<file path="config.mk">
export PLATFORM = sky130hd
export DESIGN_NAME = fetch_sched
export DESIGN_NICKNAME = d
export VERILOG_FILES = /design/src/rtl/pipe_pkg.sv /design/src/rtl/hazard_detect.sv /design/src/rtl/fetch_sched.sv
export SDC_FILE = /design/constraint.sdc
export NUM_CORES = 1
export LEC_CHECK = 0
export CAP_MARGIN = 20
export CORE_UTILIZATION = 50
export CTS_CLUSTER_DIAMETER = 50
export CTS_CLUSTER_SIZE = 14
export DETAILED_ROUTE_END_ITERATION = 8
export PLACE_DENSITY_LB_ADDON = 0.15
export SETUP_SLACK_MARGIN = 0.15
export SLEW_MARGIN = 20
export SYNTH_ARGS = -nofsm -noshare
export SYNTH_HDL_FRONTEND = slang
export SYNTH_HIERARCHICAL = 1
export SYNTH_SLANG_ARGS = --single-unit
</file>
<file path="constraint.sdc">
create_clock -name clk -period 3.8 [get_ports clk]
set_input_delay 0.95 -clock clk [delete_from_list [all_inputs] [get_ports clk]]
set_output_delay 0.95 -clock clk [all_outputs]
set_load 0.005 [all_outputs]
</file>
<file path="src/rtl/pipe_pkg.sv">
// Shared fetch-scheduler types and defaults.
// Imported by every pipeline control file.
package pipe_pkg;

  localparam logic [31:0] RESET_PC_DEF     = 32'h0001_0000;
  localparam int          FLUSH_CYCLES_DEF = 2;

  typedef enum logic [1:0] {
    RUN    = 2'd0,
    WAIT   = 2'd1,
    BUBBLE = 2'd2,
    FLUSH  = 2'd3
  } fs_state_e;

  typedef struct packed {
    logic        vld;
    logic        late;
    logic [31:0] pc;
  } redir_t;

  // A late (older) branch beats any early one; otherwise newest wins.
  function automatic redir_t merge_redir(
    redir_t old_r,
    redir_t new_r
  );
    if (new_r.late || (new_r.vld && !old_r.late))
      return new_r;
    return old_r;
  endfunction

endpackage

</file>
<file path="src/rtl/hazard_detect.sv">
// Load-use comparator between EX load and fetched sources.
// Purely combinational; x0 never causes a hazard.
module hazard_detect (
  input  logic       ex_is_load,
  input  logic [4:0] ex_rd,
  input  logic [4:0] if_rs1,
  input  logic [4:0] if_rs2,
  output logic       hit
);

  assign hit = ex_is_load && (ex_rd != 5'd0) &&
               ((ex_rd == if_rs1) || (ex_rd == if_rs2));

endmodule

</file>
<file path="src/rtl/fetch_sched.sv">
// Fetch scheduler: redirects, flushes, load-use bubbles, waits.
// All outputs registered; decisions land one edge after sampling.
module fetch_sched
  import pipe_pkg::*;
#(
  parameter logic [31:0] RESET_PC     = RESET_PC_DEF,
  parameter int          FLUSH_CYCLES = FLUSH_CYCLES_DEF
) (
  input  logic        clk,
  input  logic        rst,
  input  logic        iready_n,
  input  logic        br_early_req,
  input  logic [31:0] br_early_pc,
  input  logic        br_late_req,
  input  logic [31:0] br_late_pc,
  input  logic        ex_is_load,
  input  logic [4:0]  ex_rd,
  input  logic [4:0]  if_rs1,
  input  logic [4:0]  if_rs2,
  output logic        keep,
  output logic        nop,
  output logic        redir_valid,
  output logic [31:0] redir_pc,
  output logic [15:0] stall_cnt
);

  localparam logic [2:0] FL_LOAD = 3'(FLUSH_CYCLES - 1);

  fs_state_e   state_q, state_d;
  logic [2:0]  cnt_q, cnt_d;
  redir_t      pend_q, pend_d;
  redir_t      req, merged;
  logic        keep_d, nop_d, rv_d;
  logic [31:0] rpc_d;
  logic        hit;

  hazard_detect u_hz (
    .ex_is_load (ex_is_load),
    .ex_rd      (ex_rd),
    .if_rs1     (if_rs1),
    .if_rs2     (if_rs2),
    .hit        (hit)
  );

  // Current-cycle redirect request, late over early.
  always_comb begin
    req      = '0;
    req.vld  = br_late_req | br_early_req;
    req.late = br_late_req;
    req.pc   = br_late_req ? br_late_pc : br_early_pc;
    merged   = merge_redir(pend_q, req);
  end

  // Next state and next registered outputs.
  always_comb begin
    state_d = state_q;
    cnt_d   = cnt_q;
    pend_d  = pend_q;
    keep_d  = 1'b0;
    nop_d   = 1'b0;
    rv_d    = 1'b0;
    rpc_d   = redir_pc;
    unique case (state_q)
      RUN, BUBBLE: begin
        if (iready_n) begin
          state_d = WAIT;
          keep_d  = 1'b1;
          nop_d   = 1'b1;
          pend_d  = req;
        end else if (req.vld) begin
          state_d = FLUSH;
          cnt_d   = FL_LOAD;
          rv_d    = 1'b1;
          rpc_d   = req.pc;
          nop_d   = 1'b1;
        end else if (hit && state_q == RUN) begin
          state_d = BUBBLE;
          keep_d  = 1'b1;
          nop_d   = 1'b1;
        end else begin
          state_d = RUN;
        end
      end
      WAIT: begin
        if (iready_n) begin
          keep_d = 1'b1;
          nop_d  = 1'b1;
          pend_d = merged;
        end else if (merged.vld) begin
          state_d = FLUSH;
          cnt_d   = FL_LOAD;
          rv_d    = 1'b1;
          rpc_d   = merged.pc;
          nop_d   = 1'b1;
          pend_d  = '0;
        end else begin
          state_d = RUN;
        end
      end
      FLUSH: begin
        if (iready_n) begin
          keep_d = 1'b1;
          nop_d  = 1'b1;
          if (req.vld) begin
            state_d = WAIT;
            pend_d  = req;
          end
        end else if (req.vld) begin
          cnt_d = FL_LOAD;
          rv_d  = 1'b1;
          rpc_d = req.pc;
          nop_d = 1'b1;
        end else if (cnt_q == 3'd0) begin
          state_d = RUN;
        end else begin
          cnt_d = cnt_q - 3'd1;
          nop_d = 1'b1;
        end
      end
      default: state_d = RUN;
    endcase
  end

  // State, pending redirect and output registers.
  always_ff @(posedge clk) begin
    if (rst) begin
      state_q     <= RUN;
      cnt_q       <= '0;
      pend_q      <= '0;
      keep        <= 1'b0;
      nop         <= 1'b1;
      redir_valid <= 1'b0;
      redir_pc    <= RESET_PC;
    end else begin
      state_q     <= state_d;
      cnt_q       <= cnt_d;
      pend_q      <= pend_d;
      keep        <= keep_d;
      nop         <= nop_d;
      redir_valid <= rv_d;
      redir_pc    <= rpc_d;
    end
  end

  // Saturating count of cycles spent with keep asserted.
  always_ff @(posedge clk) begin
    if (rst)
      stall_cnt <= '0;
    else if (keep_d && stall_cnt != 16'hFFFF)
      stall_cnt <= stall_cnt + 16'd1;
  end

endmodule

</file>
==> results.py <==
metrics = {
    "run_status": {
        "status": "completed",
    },
    "global_route": {
        "overflow": 0,
        "busiest_layer": "met2",
        "antenna_found_initial": 0,
        "use_met3_pct": 5.41,
        "grtUsageMet1_pct": 34.6,
        "grt_usage_pct": 26.6,
        "grt_max_degree": 66,
        "grt_util_met2_pct": 44.3,
        "grt_pass1_vias": 4453,
        "grt_pass1_wl_microns": 21600,
    },
    "timing": {
        "max_slew_margin_pct": 45.4,
        "period_share_pct": 78.7,
        "period_minus_slack_ns": 2.99,
        "hold_ws_ns": 0.460,
        "finalSetupTns_ns": 0,
        "skew_ns": 0.0154,
        "rsz0062_at_grt": "false",
        "hold_viol": 0,
        "fmax_ghz": 0.335,
        "finalSetupViolations": 0,
        "tightestPinTransition_ns": 0.819,
        "drv_slew": 0,
    },
    "critical_path": {
        "slowest_stage": "clkdlybuf4s50_1",
        "cp.arrival_ns": 3.23,
        "start_kind": "input port",
        "critPathMaxStageDelay_ns": 0.48,
        "worstSetupPathType": "in -> reg",
        "cp-end-kind": "register",
        "crit_path_cell_trace": "clkdlybuf4s50_1, xor2_1, nor3_1, nand3_1, a21oi_1, a31oi_2, buf_4, nor4_1, mux2_1",
        "cp.required_ns": 4.04,
        "worst-path-max-fanout": 30,
    },
    "cells_and_area": {
        "multi_input_area_sq_um": 2660,
        "seqCellArea_sq_um": 1800,
        "layout_commonest_cell": "clkdlybuf4s50_1",
        "postLayoutCoreUtil_pct": 68.6,
        "fin_nets": 709,
        "final_layout_size_suffix_gt1_share_pct": 5.61,
        "diodes": 0,
        "most-common-layout-cells": "132 x clkdlybuf4s50_1, 90 x dfxtp_1, 51 x a21oi_1",
        "area_growth_pct": 33.3,
        "final.fill_count": 730,
    },
    "logic_synthesis": {
        "synthArstFlopShare_pct": 0,
        "seq_area_frac_synth_pct": 38.1,
        "synthFlopType": "dfxtp_1",
        "ys_types": 54,
        "synth_edf_count": 0,
        "yosys_register_bits": 90,
        "netlist_area_sq_um": 4730,
        "syn_inst": 523,
        "synth_nets": 611,
        "synth.avg_cell_area_sq_um": 9.05,
        "ys_warn_count": 6,
    },
    "drt": {
        "drtIter0Drc": 204,
        "via_per_inst": 6.36,
        "drc_errors": 0,
        "wirelength_microns": 13000,
        "vias": 4672,
        "antenna_left": 0,
        "wire_per_inst_microns": 17.7,
        "drtPass1Iterations": 5,
    },
    "place": {
        "hpwl_microns": 8440,
        "port_buffers": 135,
        "gp_congestion": 0.765,
    },
    "clock_tree": {
        "postCtsHoldBufs": 0,
        "clkLatencyLatePin_ns": 0.36,
        "path_clk_slew_ns": 0.09,
        "cts_resized": 0,
        "numClockSinks": 90,
        "htree_levels": 3,
        "cts-root-buf": "clkbuf_8",
        "cts_tree": "done",
        "post_cts_buffers": 0,
        "cts_max_path_buffers": 2,
        "numCtsBuffers": 9,
    },
    "die": {
        "core_sq_um": 9200,
        "start_util_pct": 51.5,
        "die_w_microns": 99.3,
        "fp.dieH_microns": 99.3,
        "row_count": 35,
        "io_pins": 136,
        "die_area_sq_um": 9860,
    },
    "power": {
        "p_int_uw": 1680,
        "total_power_uw": 2280,
        "p_seq_share_pct": 45.8,
        "ir_drop_mv": 0.196,
        "combPwrFrac_pct": 20.4,
        "switchingPower_uw": 603,
        "p_leak_uw": 0.00242,
        "p_per_area_nw_per_um2": 361,
        "p_sw_share_pct": 26.4,
        "pwr-share-clk_pct": 33.8,
    },
    "run": {
        "drv_cap": 0,
    },
    "hold_path": {
        "hold_class": "reg -> reg",
    },
}
## routing by layer
layer,vias up,wire length (microns)
met4,0,172
met2,145,6210
met5,-,0
met1,2248,5820
met3,18,806
li1,2261,-
## stage by stage
stage          area (sq um)  std cells  setup slack, ns
3_3_place_gp           6080        721            0.555
6_report               6310        735            0.811
2_1_floorplan          4730        523             1.04
3_5_place_dp           6080        721            0.495
5_1_grt                6310        735            0.700
4_1_cts                6310        735            0.869
## flip-flops by register name, summed over array words and instances, names as in the netlist
| signal | flops |
|---|---|
| pend_q | 34 |
| redir_pc | 32 |
| stall_cnt | 16 |
| cnt_q | 3 |
| state_q | 2 |
| keep | 1 |
| nop | 1 |
| redir_valid | 1 |
## layout make-up
type	instances	share of cell area, %
timing repair buffer	146	22.9
sequential	90	28.6
clock buffer	9	1.96
multi-input combinational	365	42.2
clock inverter	5	1.65
inverter	9	0.535
tap	111	2.20
## critical path: cells and delay by family
family                 cells  cell delay [ns]
buffers and inverters      2             0.71
AND/OR/NAND/NOR            3             0.63
XOR/XNOR                   1             0.19
AO/OA/AOI/OAI              2             0.39
multiplexers               1             0.35
## path summary, 6_finish.rpt
check / from / end / slack [ns] / cells past startpoint
max: ex_rd[0] / stall_cnt[13] / 0.81 / 9
max reg2reg: state_q[0] / redir_pc[6] / 1.18 / 4
min reg2reg: pend_q[30] / pend_q[30] / 0.46 / 1
min: pend_q[30] / pend_q[30] / 0.46 / 1
## logic make-up (layout without fill, tap and decap cells)
kind of cell,Yosys count,after routing,synth area share (%)
AOI/OAI and AO/OA,215,215,32.1
and+or+nand+nor,101,101,13.2
muxes,36,36,7.72
xor gates and xnor gates,10,10,1.85
buffers and inverters,68,169,6.32
adders and majority gates,3,3,0.793
DFF,90,90,38.1
## power by group through the flow
| stage | Clock, uW | Combinational [uW] | Sequential [uW] |
|---|---|---|---|
| after floorplan | 0 | 254 | 1060 |
| after global placement | 0 | 451 | 1060 |
| after detailed placement | 0 | 461 | 1060 |
| after CTS | 784 | 463 | 1040 |
| after global routing | 817 | 503 | 1050 |
| final | 771 | 465 | 1040 |
## synthesized netlist by cell type (4+ instances only)
cell	instances	share of area, %
and4_1	5	0.92
nand4_1	5	0.66
xnor2_1	4	0.74
o21ai_0	34	3.6
clkbuf_1	40	3.2
nand3_1	7	0.74
nor3_1	5	0.53
a21oi_1	51	5.4
mux2i_1	32	6.8
nor2b_1	4	0.53
nand2_1	8	0.63
buf_2	14	1.5
inv_1	9	0.71
or4_1	13	2.1
o31ai_1	11	1.7
nor4_1	36	4.8
a2111o_1	31	7.4
o21ai_1	7	0.74
dfxtp_1	90	38
xor2_1	6	1.1
nor2_1	7	0.56
a21o_1	32	5.1
a211oi_1	31	4.9
No activity file was read; power rests on OpenSTA's default activity.
